--- src/rtl/pipe_stage_reg.sv ---
// Pipeline stage register with valid/ready handshake, optional 2-entry skid buffer
// and flush-to-bubble. Control and data fields travel together in one payload bus.
module pipe_stage_reg #(
  parameter int unsigned       DATA_W  = 32,
  parameter logic [DATA_W-1:0] NOP_VAL = '0,
  parameter bit                SKID    = 1'b1
) (
  input  logic              clk,
  input  logic              reset_n,
  input  logic              in_valid,
  output logic              in_ready,
  input  logic [DATA_W-1:0] in_data,
  output logic              out_valid,
  input  logic              out_ready,
  output logic [DATA_W-1:0] out_data,
  input  logic              flush,
  output logic [1:0]        occupancy
);

  typedef enum logic [1:0] {
    ST_EMPTY = 2'd0,
    ST_ONE   = 2'd1,
    ST_FULL  = 2'd2
  } state_e;

  state_e            state_q, state_d;
  logic [DATA_W-1:0] main_q, main_d;
  logic [DATA_W-1:0] skid_q, skid_d;
  logic              out_valid_q, out_valid_d;
  logic [1:0]        occ_q, occ_d;
  logic              in_ready_q;
  logic              in_fire, out_fire;

  // With a skid buffer in_ready comes straight from a flop, so no ready path
  // crosses the stage; without it the stage can accept only when it drains.
  assign in_ready  = SKID ? in_ready_q : (out_ready | ~out_valid_q);
  assign in_fire   = in_valid & in_ready;
  assign out_fire  = out_valid_q & out_ready;
  assign out_valid = out_valid_q;
  assign out_data  = main_q;
  assign occupancy = occ_q;

  always_comb begin
    // NOTE: every next-state variable gets a default first so no path leaves
    // it unassigned, which would otherwise infer a latch.
    state_d = state_q;
    main_d  = main_q;
    skid_d  = skid_q;

    unique case (state_q)
      ST_EMPTY: begin
        if (in_fire) begin
          state_d = ST_ONE;
          main_d  = in_data;
        end
      end
      ST_ONE: begin
        if (in_fire && out_fire) begin
          main_d = in_data;
        end else if (in_fire) begin
          if (SKID) begin
            state_d = ST_FULL;
            skid_d  = in_data;
          end
        end else if (out_fire) begin
          state_d = ST_EMPTY;
          main_d  = NOP_VAL;
        end
      end
      ST_FULL: begin
        if (out_fire) begin
          state_d = ST_ONE;
          main_d  = skid_q;
          skid_d  = NOP_VAL;
        end
      end
      default: begin
        state_d = ST_EMPTY;
        main_d  = NOP_VAL;
        skid_d  = NOP_VAL;
      end
    endcase

    // Flush overrides everything; handshakes still complete but payloads are dropped.
    if (flush) begin
      state_d = ST_EMPTY;
      main_d  = NOP_VAL;
      skid_d  = NOP_VAL;
    end

    out_valid_d = (state_d != ST_EMPTY);
    unique case (state_d)
      ST_ONE:  occ_d = 2'd1;
      ST_FULL: occ_d = 2'd2;
      default: occ_d = 2'd0;
    endcase
  end

  // NOTE: the payload registers are reset too, because out_data must read as
  // NOP_VAL from the moment reset asserts, not merely after the first clock.
  always_ff @(posedge clk or negedge reset_n) begin
    if (!reset_n) begin
      state_q     <= ST_EMPTY;
      main_q      <= NOP_VAL;
      skid_q      <= NOP_VAL;
      out_valid_q <= 1'b0;
      occ_q       <= 2'd0;
      in_ready_q  <= 1'b1;
    end else begin
      // NOTE: non-blocking assignments so every flop samples pre-edge values.
      state_q     <= state_d;
      main_q      <= main_d;
      skid_q      <= skid_d;
      out_valid_q <= out_valid_d;
      occ_q       <= occ_d;
      in_ready_q  <= (state_d != ST_FULL);
    end
  end

endmodule

--- config.mk ---
export PLATFORM = sky130hd
export DESIGN_NAME = pipe_stage_reg
export DESIGN_NICKNAME = d
export VERILOG_FILES = /design/src/rtl/pipe_stage_reg.sv
export SDC_FILE = /design/constraint.sdc
export NUM_CORES = 1
export LEC_CHECK = 0
export CORE_AREA = 2 2 98 100
export CTS_CLUSTER_SIZE = 24
export DETAILED_ROUTE_END_ITERATION = 8
export DIE_AREA = 0 0 100 102
export PLACE_DENSITY = 0.66
export SLEW_MARGIN = 20
export SYNTH_ARGS = -nofsm -noshare
export SYNTH_HDL_FRONTEND = slang
export SYNTH_SLANG_ARGS = --single-unit
export TNS_END_PERCENT = 5
--- constraint.sdc ---
create_clock -name clk -period 4.1 [get_ports clk]
set_input_delay 0.82 -clock clk [delete_from_list [all_inputs] [get_ports clk]]
set_output_delay 0.82 -clock clk [all_outputs]
set_load 0.01 [all_outputs]
==> qor.yml, run 1 <==
routedWlPerCell_um: 16.0
gr-usage-met1_pct: 21.6
ir_drop_uv: 161
yosys_most_used_dff: "dfrtp_1"
finalCritPeriodShare_pct: 65.7
synth_area_per_cell_um2: 10.9
ys_ff_latch: 70
cts_made_buffers: 9
worstPathArrival_ns: 2.95
drtAntennaViolNets: 0
rr_worst_depth: 4
synthesis.instances: 327
endpoint: "out_data[5]$_DFFE_PN0P_"
grt_pass1_wl_um: 13100
first_global_vias: 2589
dpl.hpwl_um: 5220
synthTopCellsByArea: "dfrtp_1, mux2i_1, o2bb2ai_1"
relSlewSlack_pct: 29.6
postPlaceCellArea_mm2: 0.00427
cts.clk_slew.worst_paths_ns: 0.07
syn_to_final_growth_pct: 27.3
antenna_found_initial: 0
cp-end-kind: "flip-flop"
drive_above_1_share_pct: 10.4
fmax_mhz: 371
fin_area_mm2: 0.00452
grtUsageMet3_pct: 2.94
coreArea_mm2: 0.00911
rows: 35
wl_um: 8060
finalClockSkew_ns: 0.00833
ioPinCount: 73
holdPathStages: 1
cts_buffer_depth: 2
drt_pass1_iterations: 5
grt_use_met2_pct: 27.5
syn_area_mm2: 0.00355
maxCapViolCount: 0
vias: 2577
grt_start_max_net_pins: 71
post_cts_buffers: 0
p_per_area_mw_per_mm2: 443
layout.nets: 427
start_util_pct: 39.0
p_leak_nw: 1.96
required_ns: 4.36
worst_pin_slew_ns: 1.05
final_common_cell: "clkdlybuf4s50_1"
drc: 0
worstReg2RegStart: "state_q[1]$_DFF_PN0_"
synth-seq-area-share_pct: 49.3
final_cell_mix: "clkdlybuf4s50_1, dfrtp_1, mux2i_1, nand2_1, inv_1"
cts_sinks: 70
synth_edf_count: 0
die_x_um: 100
synth-warning-count: 0
hp-class: "reg -> reg"
diodes: 0
cts_tree: "yes"
worstPathMaxFanout: 32
maxSlewViolCount: 0
portBuffers: 72
ctsResizeCount: 0
clk_latency_ns: 0.34
hold_violations: 0
run_status: "finished, final reports clean"
gr-total-overflow: 0
synthArstFlopShare_pct: 100
synth_top_cell_by_area: "dfrtp_1"
busiest_layer: "met2"
rsz0062_at_grt: "no"
htreeDepth: 3
setup_viol: 0
start_kind: "flip-flop"
crit_start: "state_q[1]$_DFF_PN0_"
cts_root_buffer: "clkbuf_8"
ys_types: 34
path_class: "reg -> reg"
die_area_mm2: 0.0102
cts-hold-fix-buffers: 0
synth_nets: 364
rrSetupSlack_ns: 1.41
grt_usage_pct: 16.6
fin_crit_ns: 2.69
place_congestion: 0.718
fin_tns_setup_ns: 0
via_per_inst: 5.10
die_y_um: 102
first_iter_violations: 143
reg2reg_to: "out_data[5]$_DFFE_PN0P_"
netlist.area_leader.share_pct: 48.6
cell type report:
cell class | count | area [µm²]
fillers | 835 | 4590
flip-flops and latches | 70 | 1750
multi-input cells | 199 | 1490
repair buffers | 77 | 756
clock buffers | 12 | 165
well taps | 111 | 139
inverters | 33 | 124
clock inverters | 3 | 90.1
synth_stat cells (all sizes together) (2+ instances only):
| master | n |
|---|---|
| a22oi | 11 |
| o2bb2ai | 32 |
| clkbuf | 3 |
| nor2 | 24 |
| mux2i | 53 |
| o31ai | 2 |
| dfrtp | 69 |
| a211oi | 2 |
| buf | 22 |
| o21ai | 2 |
| and2b | 3 |
| a21oi | 23 |
| nand2 | 35 |
| nand2b | 2 |
| inv | 33 |
state kept, by name, summed over array words and instances, names as in the netlist:
register   cells
in_ready       1
occupancy      2
out_data      32
out_valid      1
skid_q        32
state_q        2
worst max-delay path, stage by stage (launching register included):
cell and delay, ns:
dfrtp_1 0.80, and2b_1 0.60, o21ai_2 0.16, a21oi_4 0.85, o2bb2ai_1 0.19
routing by layer:
layer  vias up  part of all wire (%)
met2        64                    48
met3        12                   4.5
met5         -                     0
met4         0                   1.7
met1      1251                    46
li1       1250                     -
power breakdown:
group | switching, W | total (W) | internal [W]
Combinational | 0.000258 | 0.000485 | 0.000228
Clock | 0.000252 | 0.000703 | 0.000451
Sequential | 0.0000497 | 0.000812 | 0.000762
Total | 0.000559 | 0.00200 | 0.00144
per-stage QoR:
step	hold slack (ns)	setup WS, ns	std cells	power [W]	util (%)
finish	0.493	1.41	505	0.00200	49.6
global route	0.512	1.17	505	0.00210	49.6
CTS	0.498	1.39	505	0.00202	49.6
detailed placement	0.473	1.18	490	0.00131	46.8
global placement	0.478	1.28	490	0.00131	46.8
floorplan	0.494	2.41	327	0.00113	-
how the worst min path moves through the flow:
stage,from,to
after floorplan,skid_q[10]$_DFFE_PN0P_,skid_q[10]$_DFFE_PN0P_
after global placement,out_data[15]$_DFFE_PN0P_,out_data[15]$_DFFE_PN0P_
after detailed placement,out_data[8]$_DFFE_PN0P_,out_data[8]$_DFFE_PN0P_
after CTS,out_data[18]$_DFFE_PN0P_,out_data[18]$_DFFE_PN0P_
after global routing,out_data[12]$_DFFE_PN0P_,out_data[12]$_DFFE_PN0P_
final,out_data[20]$_DFFE_PN0P_,out_data[20]$_DFFE_PN0P_
kinds of logic (layout without fill, tap and decap cells):
logic type	after synthesis	in the layout	synth area share (%)
simple gates	69	69	8.77
xor+xnor	1	1	0.247
mux	53	53	14.9
flops	70	70	49.3
buf+inv	58	125	9.12
compound gates	76	76	17.6
No activity file was read; power rests on OpenSTA's default activity.
==> inputs of run 2 (changes only) <==
==> constraint.sdc (replaced) <==
create_clock -name clk -period 2.73 [get_ports clk]
set_input_delay 0.546 -clock clk [delete_from_list [all_inputs] [get_ports clk]]
set_output_delay 0.546 -clock clk [all_outputs]
set_load 0.01 [all_outputs]
==> run 2 against run 1 <==
  * Register-to-register slack got worse by 0.64 ns
  * Via count increased by 0.89%
  * Non-clock buffer count increased by 6
  * Hold slack got worse by 0.16 ns
  * Clock power increased by 6.3%
  * Combinational power increased by 56%
  * Sequential power increased by 50%
  * Sequential share of layout area increased by 0.19 points
  * Clock-buffer cell count decreased by 1
  * Critical path type is now reg -> out
  * Highest routed layer unchanged
==> qor.yml, run 2 (synthesized netlist as in run 1, its figures left out) <==
drt_pass1_iterations: 4  # -1
syn_to_final_growth_pct: 26.6
cts_buffer_depth: 2  # unchanged
cp_slowest_stage_delay_ns: 0.61  # -0.24 ns
first_iter_violations: 98  # -31%
grt_start_max_net_pins: 71  # unchanged
cts_made_buffers: 9  # unchanged
die_area_mm2: 0.0102  # unchanged
finish.utilization_pct: 49.4  # -0.25 points
relSlewSlack_pct: 40.5  # +11 points
rows: 35  # unchanged
gr-total-overflow: 0  # unchanged
worstPathMaxFanout: 6  # -81%
via_per_inst: 5.09  # -0.29%
final.fill_count: 838  # +0.36%
whs_ns: 0.336  # -0.157 ns
p_leak_nw: 1.95  # about the same
antenna_found_initial: 0  # unchanged
cts.clk_slew.worst_paths_ns: 0.08  # about the same
finalCritPeriodShare_pct: 75.2
dpl.hpwl_um: 5360  # +2.8%
final_common_cell: "clkdlybuf4s50_1"
drc: 0  # unchanged
hold_violations: 0  # unchanged
place_ws_ns: 0.353  # -0.830 ns
hp-class: "in -> async"
ctsResizeCount: 0  # unchanged
setup_viol: 0  # unchanged
cp_slowest_cell: "dfstp_2"
ioPinCount: 73  # unchanged
maxSlewViolCount: 0  # unchanged
die_x_um: 100  # unchanged
fmax_mhz: 487
grt_pass1_wl_um: 13800  # +5.2%
worst_pin_slew_ns: 0.892  # -0.161 ns
fin_crit_ns: 2.05
drtAntennaViolNets: 0  # unchanged
die_y_um: 102  # unchanged
start_kind: "flip-flop"
worstPathBufferInverterCount: 1  # +1
post_cts_buffers: 0  # unchanged
grt_usage_pct: 17.1  # +0.54 points
cts_sinks: 70  # unchanged
coreArea_mm2: 0.00911  # unchanged
run_status: "finished, final reports clean"
final_cell_mix: "clkdlybuf4s50_1, dfrtp_1, mux2i_1, nand2_1, inv_1"
finalClockSkew_ns: 0.0100  # +0.00167 ns
drive_above_1_share_pct: 12.0  # +1.6 points
required_ns: 2.18  # -2.18 ns
first_global_vias: 2761  # +6.6%
worstPathArrival_ns: 1.51  # -1.44 ns
cp-end-kind: "output port"
clk_latency_ns: 0.33  # about the same
rsz0062_at_grt: "no"
vias: 2600  # +0.89%
portBuffers: 72  # unchanged
diodes: 0  # unchanged
cts_root_buffer: "clkbuf_8"
ir_drop_uv: 261  # +62%
cts-hold-fix-buffers: 0  # unchanged
crit_path_cell_trace: "clkdlybuf4s50_1"
wl_um: 8240  # +2.3%
maxCapViolCount: 0  # unchanged
critPathTopFamily: "flip-flops"
place_congestion: 0.711  # -0.99%
fin_tns_setup_ns: 0  # unchanged
routedWlPerCell_um: 16.1  # +1.1%
start_util_pct: 39.0  # unchanged
layout.nets: 433  # +1.4%
setup_slack_ns: 0.676  # -0.729 ns
htreeDepth: 3  # unchanged
path_class: "reg -> out"
cts_tree: "yes"
p_per_area_mw_per_mm2: 604  # +37%
-- run 2: area by class of cell --
type                       instances  area (µm²)  area share (%)
clock buffer                      11         151            3.37
multi-input combinational        199        1500            33.2
timing repair buffer              83         813            18.1
clock inverter                     4        22.5           0.501
sequential                        70        1750            39.0
tap                              111         139            3.09
inverter                          33         124            2.75
-- run 2: final timing paths --
path	startpoint	to	slack, ns	cells past startpoint
worst max-delay path	in_ready$_DFF_PN1_	in_ready	0.68	1
worst min-delay path	reset_n	state_q[0]$_DFF_PN0_	0.34	1
worst max register to register	state_q[1]$_DFF_PN0_	out_data[10]$_DFFE_PN0P_	0.77	5
worst min register to register	out_data[13]$_DFFE_PN0P_	out_data[13]$_DFFE_PN0P_	0.49	1
max in group asynchronous	reset_n	out_data[29]$_DFFE_PN0P_	1.81	1
min in group clk	out_data[13]$_DFFE_PN0P_	out_data[13]$_DFFE_PN0P_	0.49	1
-- run 2: metal layers --
metal | track usage (%) | up-vias | share of wire [%]
met1 | 22.9 | 1280 | 47
met4 | 5.80 | 0 | 0.25
met5 | 0 | - | 0
met3 | 2.87 | 3 | 3.2
li1 | - | 1256 | -
met2 | 28.5 | 61 | 49
-- run 2: stage by stage --
step	power (W)	cells	cell area, µm²
finish	0.00272	511	4500
global route	0.00288	511	4500
CTS	0.00275	511	4500
detailed placement	0.00200	496	4320
global placement	0.00198	496	4320
floorplan	0.00169	327	3550
-- run 2: power breakdown --
group	total, W	switching (W)	internal (W)
registers	0.00122	0.0000708	0.00115
logic	0.000755	0.000399	0.000356
clock network	0.000747	0.000377	0.000370
total	0.00272	0.000847	0.00187
